**src/rtl/tetris_pkg.sv**
```systemverilog
// Shared playfield constants, cell type and scan FSM encoding.
// Used by the row scanner, row-read engine and colour stages.
package tetris_pkg;
  localparam int NUM_ROWS  = 20;
  localparam int NUM_COLS  = 10;
  localparam int CELL_W    = 16;
  localparam int TIMEOUT   = 1023;
  localparam int ROW_IDX_W = $clog2(NUM_ROWS);

  localparam logic [CELL_W-1:0] BKGD_CLR = 16'h0F05;
  localparam logic [CELL_W-1:0] BLCK_CLR = 16'h005F;

  typedef logic [CELL_W-1:0] cell_t;

  typedef enum logic [2:0] {
    IDLE = 3'd0,
    CLR  = 3'd1,
    REQ  = 3'd2,
    CHK  = 3'd3,
    FIN  = 3'd4
  } scan_state_t;
endpackage

```
**src/rtl/row_full_check.sv**
```systemverilog
// Combinational full-row test: high when no cell holds the background colour.
// Zero latency, no flow control.
module row_full_check
  import tetris_pkg::*;
(
  input  cell_t [NUM_COLS-1:0] cells_i,
  output logic                 full_o
);

  always_comb begin
    full_o = 1'b1;
    for (int c = 0; c < NUM_COLS; c++) begin
      if (cells_i[c] == BKGD_CLR) full_o = 1'b0;
    end
  end

endmodule

```
**src/rtl/row_scan_ctrl.sv**
```systemverilog
// Bottom-up line-clear scanner: one row_ld/row_ready handshake per row, >=2 cycles per row.
// Waits indefinitely on row_ready unless SCAN_TIMEOUT_EN adds the watchdog abort.
module row_scan_ctrl
  import tetris_pkg::*;
(
  input  logic                 clk,
  input  logic                 reset_n,
  input  logic                 start,
  input  logic                 row_ready,
  input  cell_t [NUM_COLS-1:0] read_reg,
  output logic                 row_ld,
  output logic [7:0]           row,
  output logic                 busy,
  output logic                 done,
  output logic [NUM_ROWS-1:0]  full_mask,
  output logic [4:0]           full_count,
  output logic [15:0]          lines_total,
  output logic                 scan_err
);

  scan_state_t         state_q, state_d;
  logic [7:0]          row_q, row_d;
  logic                busy_q, busy_d;
  logic                done_q, done_d;
  logic                full_q, full_d;
  logic [NUM_ROWS-1:0] mask_q, mask_d;
  logic [4:0]          count_q, count_d;
  logic [15:0]         lines_q, lines_d;
  logic                err_q, err_d;
  logic                row_full;
  logic                timeout;
  logic [4:0]          count_next;
  logic [16:0]         lines_sum;

  row_full_check u_full (
    .cells_i (read_reg),
    .full_o  (row_full)
  );

`ifdef SCAN_TIMEOUT_EN
  logic [9:0] wd_q, wd_d;

  // Counter is held at zero outside REQ, so it restarts on every REQ entry.
  always_comb wd_d = (state_q == REQ) ? wd_q + 10'd1 : 10'd0;
  assign timeout = (state_q == REQ) && !row_ready && (wd_q == 10'(TIMEOUT - 1));

  always_ff @(posedge clk or negedge reset_n) begin
    if (!reset_n) wd_q <= 10'd0;
    else          wd_q <= wd_d;
  end
`else
  assign timeout = 1'b0;
`endif

  always_comb begin
    state_d    = state_q;
    row_d      = row_q;
    busy_d     = busy_q;
    done_d     = 1'b0;
    full_d     = full_q;
    mask_d     = mask_q;
    count_d    = count_q;
    lines_d    = lines_q;
    err_d      = err_q;
    count_next = count_q + {4'd0, full_q};
    lines_sum  = {1'b0, lines_q} + {12'd0, count_next};

    unique case (state_q)
      IDLE: if (start) begin
        state_d = CLR;
        busy_d  = 1'b1;
      end
      CLR: begin
        mask_d  = '0;
        count_d = '0;
        err_d   = 1'b0;
        row_d   = 8'(NUM_ROWS - 1);
        state_d = REQ;
      end
      REQ: if (row_ready) begin
        full_d                       = row_full;
        mask_d[row_q[ROW_IDX_W-1:0]] = row_full;
        state_d                      = CHK;
      end else if (timeout) begin
        // Aborted scan keeps its partial mask/count but never scores.
        err_d   = 1'b1;
        done_d  = 1'b1;
        state_d = FIN;
      end
      CHK: begin
        count_d = count_next;
        if (row_q == 8'd0) begin
          done_d  = 1'b1;
          lines_d = lines_sum[16] ? 16'hFFFF : lines_sum[15:0];
          state_d = FIN;
        end else begin
          row_d   = row_q - 8'd1;
          state_d = REQ;
        end
      end
      FIN: begin
        busy_d  = 1'b0;
        state_d = IDLE;
      end
      default: state_d = IDLE;
    endcase
  end

  always_ff @(posedge clk or negedge reset_n) begin
    if (!reset_n) begin
      state_q <= IDLE;
      row_q   <= 8'd0;
      busy_q  <= 1'b0;
      done_q  <= 1'b0;
      full_q  <= 1'b0;
      mask_q  <= '0;
      count_q <= 5'd0;
      lines_q <= 16'd0;
      err_q   <= 1'b0;
    end else begin
      state_q <= state_d;
      row_q   <= row_d;
      busy_q  <= busy_d;
      done_q  <= done_d;
      full_q  <= full_d;
      mask_q  <= mask_d;
      count_q <= count_d;
      lines_q <= lines_d;
      err_q   <= err_d;
    end
  end

  // Drops in the row_ready cycle so the engine never re-reads the row.
  assign row_ld      = (state_q == REQ) && !row_ready;
  assign row         = row_q;
  assign busy        = busy_q;
  assign done        = done_q;
  assign full_mask   = mask_q;
  assign full_count  = count_q;
  assign lines_total = lines_q;
  assign scan_err    = err_q;

endmodule

```
**config.mk**
```make
export PLATFORM = sky130hd
export DESIGN_NAME = row_scan_ctrl
export DESIGN_NICKNAME = d
export VERILOG_FILES = /design/src/rtl/tetris_pkg.sv /design/src/rtl/row_full_check.sv /design/src/rtl/row_scan_ctrl.sv
export SDC_FILE = /design/constraint.sdc
export NUM_CORES = 1
export LEC_CHECK = 0
export BUFFER_PORTS_ARGS = -buffer_cell sky130_fd_sc_hd__buf_2
export CORE_UTILIZATION = 44
export DETAILED_ROUTE_END_ITERATION = 16
export PLACE_DENSITY = 0.83
export SYNTH_ARGS = -nofsm -noshare
export SYNTH_HDL_FRONTEND = slang
export SYNTH_HIERARCHICAL = 1
export SYNTH_SLANG_ARGS = --single-unit
```
**constraint.sdc**
```tcl
create_clock -name clk -period 2.9 [get_ports clk]
set_input_delay 0.145 -clock clk [delete_from_list [all_inputs] [get_ports clk]]
set_output_delay 0.145 -clock clk [all_outputs]
set_load 0.02 [all_outputs]
```
== Word-level counts from Yosys, hierarchy flattened ==
Cells that the tools add are included.

* Flip-flop bits (word level): 55
* Word-level logic and storage cells: 71

* Magnitude comparators: 2
* Multiplexer cells: 27
* Add/subtract/negate cells: 3
* Reductions and logical operators: 14
* Equality and inequality tests: 17

{| class="wikitable"
|+ Operators by type and width
! operator !! number
|-
| == test 16 x 12 -> 1 bit (second input constant) || 10
|-
| case mux 20 bit (2 select lines) || 1
|-
| bitwise mux 20 bit || 1
|-
| 2-to-1 mux 20 bit || 1
|-
| adder 16 x 5 -> 17 bit || 1
|-
| 2-to-1 mux 16 bit || 1
|-
| case mux 8 bit (2 select lines) || 1
|-
| 2-to-1 mux 1 bit || 14
|-
| case mux 3 bit (4 select lines) || 1
|-
| AND reduction 2 bit || 6
|-
| case mux 5 bit (2 select lines) || 1
|-
| 2-to-1 mux 3 bit || 3
|-
| zero test 8 bit || 1
|-
| 2-to-1 mux 8 bit || 1
|-
| subtractor 8 x 1 -> 8 bit (second input constant) || 1
|-
| == test 3 x 2 -> 1 bit (second input constant) || 2
|-
| less-than comparator 5 x 6 -> 1 bit (second input constant) || 1
|-
| != test 2 bit (second input constant) || 3
|-
| nonzero test 2 bit || 3
|-
| adder 5 x 1 -> 5 bit || 1
|-
| demux 1 bit (select 5 bit) || 1
|-
| greater-or-equal comparator 5 x 1 -> 1 bit (second input constant) || 1
|-
| == test 3 x 1 -> 1 bit (second input constant) || 1
|-
| == test 3 bit (second input constant) || 1
|-
| 4 further kinds || 5
|}

== Longest topological paths before layout ==
* Word-level depth: 14
* Mapped depth: 10

== Hierarchy ==
Netlist, hierarchy kept.

{| class="wikitable"
|+ By module, submodules not included
! module !! cells an instance !! area each (um^2) !! times used !! sequential area each (um^2)
|-
| row_scan_ctrl || 330 || 2964.1 || 1 || 1376.3
|-
| row_full_check || 54 || 550.5 || 1 || 0.0
|}

== Least setup slack after synthesis ==
OpenSTA, ideal clock, no wires.

* Kind: flip-flop to flip-flop
* From: register row_q[0], in the netlist row[0]
* To: register lines_q[13], in the netlist lines_total[13]
* Data required time: 2831 ps
* Setup slack: 321 ps
* Period minus slack after synthesis: 2579 ps
* Path buffers: 1
* Cell stages (with the launch flop): 8
* Arrival: 2510 ps
* Cell sequence: dfrtp_1 inv_1 ha_1 or4b_1 buf_2 or4_4 or4_1 nand3_1

* Cells in the longest elaborated chain, start to end: 2

{| class="wikitable"
|+ RTL lines
! item !! line !! source
|-
| from (decl) || row_scan_ctrl.sv:22 || <nowiki>logic [7:0] row_q, row_d;</nowiki>
|-
| from (signal assigned) || row_scan_ctrl.sv:122 || <nowiki>row_q <= row_d;</nowiki>
|-
| zero test 8 bit || row_scan_ctrl.sv:92 || <nowiki>if (row_q == 8'd0) begin</nowiki>
|-
| AND reduction 2 bit (no line) || n/a ||
|-
| to (signal assigned) || row_scan_ctrl.sv:128 || <nowiki>lines_q <= lines_d;</nowiki>
|-
| to (decl) || row_scan_ctrl.sv:28 || <nowiki>logic [15:0] lines_q, lines_d;</nowiki>
|}

No other way between the ends.
A chain may end at the register's enable or synchronous reset.

== Final worst setup path ==
* From: register count_q[0], in the netlist full_count[0]
* To: register lines_q[14], in the netlist lines_total[14]

* Cells in the longest elaborated chain, start to end: 3

{| class="wikitable"
|+ RTL lines
! item !! line !! source
|-
| from (decl) || row_scan_ctrl.sv:27 || <nowiki>logic [4:0] count_q, count_d;</nowiki>
|-
| from (signal assigned) || row_scan_ctrl.sv:127 || <nowiki>count_q <= count_d;</nowiki>
|-
| adder 5 x 1 -> 5 bit || row_scan_ctrl.sv:65 || <nowiki>count_next = count_q + {4'd0, full_q};</nowiki>
|-
| adder 16 x 5 -> 17 bit || row_scan_ctrl.sv:66 || <nowiki>lines_sum = {1'b0, lines_q} + {12'd0, count_next};</nowiki>
|-
| 2-to-1 mux 16 bit || row_scan_ctrl.sv:94 || <nowiki>lines_d = lines_sum[16] ? 16'hFFFF : lines_sum[15:0];</nowiki>
|}

No other way between the ends.

==> run summary <==
status = complete, no violations
CTS tree = done
setup_tns = 0 ps
Synth Net Count = 561
Cells after Synth = 384
DR vias = 3998
first-pass GRT wire length = 19.2 mm
Main synth FF type = dfrtp_1
Die ar. = 0.00835 mm2
final core occ = 0.628
Area contributors post-synth = dfrtp_1 39%, o21ai_0 7.7%, nor4b_2 6.8%
Post-synth EDFFs = 0
Layout area overhead = 38.0%
Non-Filler Cell Area, Final = 0.00485 mm2
met2 Use GR = 0.499
chip width = 91.4 um
post-synthesis cell area = 0.00351 mm2
layout cells sized above 1 = 0.426
Period minus WS final = 2700 ps
HP Class = in2reg
Yosys top cell by area = dfrtp_1
CTS clock-pin slew for the worst setup and hold paths = 90 ps
Routed Antenna Nets = 0
register area share after synthesis = 0.392
DRT Pass-1 Iters = 5
Max Fclk = 371 MHz
Setup Skew = 7.46 ps
area share of the largest cell type after synthesis = 0.392
Cells on Worst Hold Path = 3
Final Hold Viols = 0
synthesis-stage register bit count = 55
I/O pin cnt = 217
grt total ovfl = 0
Placed Instance Area = 0.00470 mm2
post-CTS setup buffer count = 0
Critical Setup Path Class = reg2reg
worst hold margin = 132 ps
met3 GRT Util = 0.0544
CTS Root Buffer Type = clkbuf_8
commonest cells in the netlist = 55 x dfrtp_1, 54 x o21ai_0, 36 x nand2_1
Worst Setup Start Kind = flop
CTS max path bufs = 2
hpwl dp = 9.54 mm
YS warnings = 6
RSZ-0062 raised after global routing = false
required time worst endpoint = 3160 ps
Skew-Pair Late Insertion Delay = 320 ps
DR iter-0 viols = 180
R2R cell count = 9
Final GP Congestion = 0.921
core area = 0.00773 mm2
Post-synth ARST share = 1.00
Netlist cell types = 53
Hold-fix buffers, CTS = 1
PostCTS Resize Cnt = 0
# rows = 32
static leakage = 2.45 nW
CP arrival = 2950 ps
CP Capture Type = flop
pin count of the biggest net entering global routing = 30
DRC viols = 0
total wire length = 11.7 mm
met1 Track Usage GR = 0.359
vias in the first global route = 4052
Pwr per Cell Area = 578 mW/mm2
Crit Path Max Fanout = 6
Final Max Tran Viols = 0
gr busiest metal = met2
Final setup violation count = 0
die height = 91.4 um
Rel. slew slack = 0.578
Sink Count = 55
wire per inst = 16.6 um
vias per cell = 5.69
Initial Utilization = 0.455
cell with the most instances after synthesis = dfrtp_1
crit share post-route = 0.930
number of max-cap violations = 0
antenna violations before repair = 3
Slew @ Worst Pin = 631 ps
GRT Total Usage = 0.290
Mean Syn Cell Area = 9.15 um2
port buffer count = 215
Max VDD drop = 0.388 mV
Nets = 774
TritonCTS buffer count = 5
H-tree depth = 2
-- placed cells by master, fill, tap and decap left out, drive strengths merged, types with 3 or more instances in the layout --
master	synthesis	layout
a21o	3	3
a21oi	29	29
a31oi	3	3
and4b	10	10
buf	3	222
clkbuf	14	6
dfrtp	55	55
diode	0	3
ha	12	12
inv	7	7
mux2	3	3
mux2i	4	4
nand2	36	36
nand2b	4	4
nand3	21	21
nand3b	3	3
nand4	12	12
nor2	21	21
nor3	11	11
nor4	4	4
nor4b	28	28
o21a	3	3
o21ai	54	54
o31ai	4	4
or3	6	6
xor2	3	3
-- worst max-delay path: stages (launching register included) --
cell and delay [ps]:
dfrtp_1 400, ha_1 220, ha_1 300, inv_1 70, fa_1 400, nand2b_1 190
a21oi_1 380, o2111ai_1 240, or3_1 360, nand3_1 90
-- sequential cells by signal, summed over array words and instances, names as in the netlist --
| name | cells |
|---|---|
| state_q | 3 |
| row | 8 |
| busy | 1 |
| full_count | 5 |
| done | 1 |
| full_q | 1 |
| full_mask | 20 |
| lines_total | 16 |
-- path summary, 6_finish.rpt --
kind	start	end	slack (ps)
worst min register to register	full_mask[11]	full_mask[11]	510
max in group asynchronous	reset_n	full_mask[3]	1750
min in group asynchronous	reset_n	lines_total[6]	370
worst max register to register	full_count[0]	lines_total[14]	200
worst max-delay path	full_count[0]	lines_total[14]	200
worst min-delay path	start	busy	130
-- area by class of cell --
class,count,area [um2]
Timing Repair Buffer,223,1140
Tap cell,102,128
Inverter,7,26.3
Clock inverter,2,60.1
Fill cell,701,2880
Sequential cell,55,1380
Antenna cell,3,7.51
Clock buffer,6,72.6
Multi-Input combinational cell,305,2040
-- cells by family (layout without fill, tap and decap cells) --
logic type / after synthesis / after routing / synth area share
and+or+nand+nor: 172 / 172 / 0.327
DFF: 55 / 55 / 0.392
muxes: 7 / 7 / 0.0210
other: 1 / 4 / 0.00107
AOI/OAI and AO/OA: 107 / 107 / 0.171
buffers and inverters: 24 / 238 / 0.0274
adders and majority gates: 13 / 13 / 0.0484
xor gates and xnor gates: 5 / 5 / 0.0125
-- per-stage QoR --
| stage | power, mW | cells | setup slack [ps] |
|---|---|---|---|
| after floorplan | 1.74 | 384 | 321 |
| after global placement | 2.17 | 691 | 288 |
| after detailed placement | 2.21 | 691 | 225 |
| after CTS | 2.80 | 700 | 207 |
| after global routing | 2.99 | 702 | 21.0 |
| final | 2.81 | 703 | 203 |
-- power by group --
part           total (mW)  internal (mW)  switching [mW]
Sequential           1.06          0.914           0.150
Combinational        1.14          0.442           0.702
Clock               0.597          0.345           0.252
Total                2.81           1.70            1.10
-- metal layers --
metal	share of wire	vias to the layer above
met5	0	-
met4	0.028	0
met3	0.066	31
met2	0.49	199
met1	0.41	1891
li1	-	1877
(Power assumes the default switching activity.)
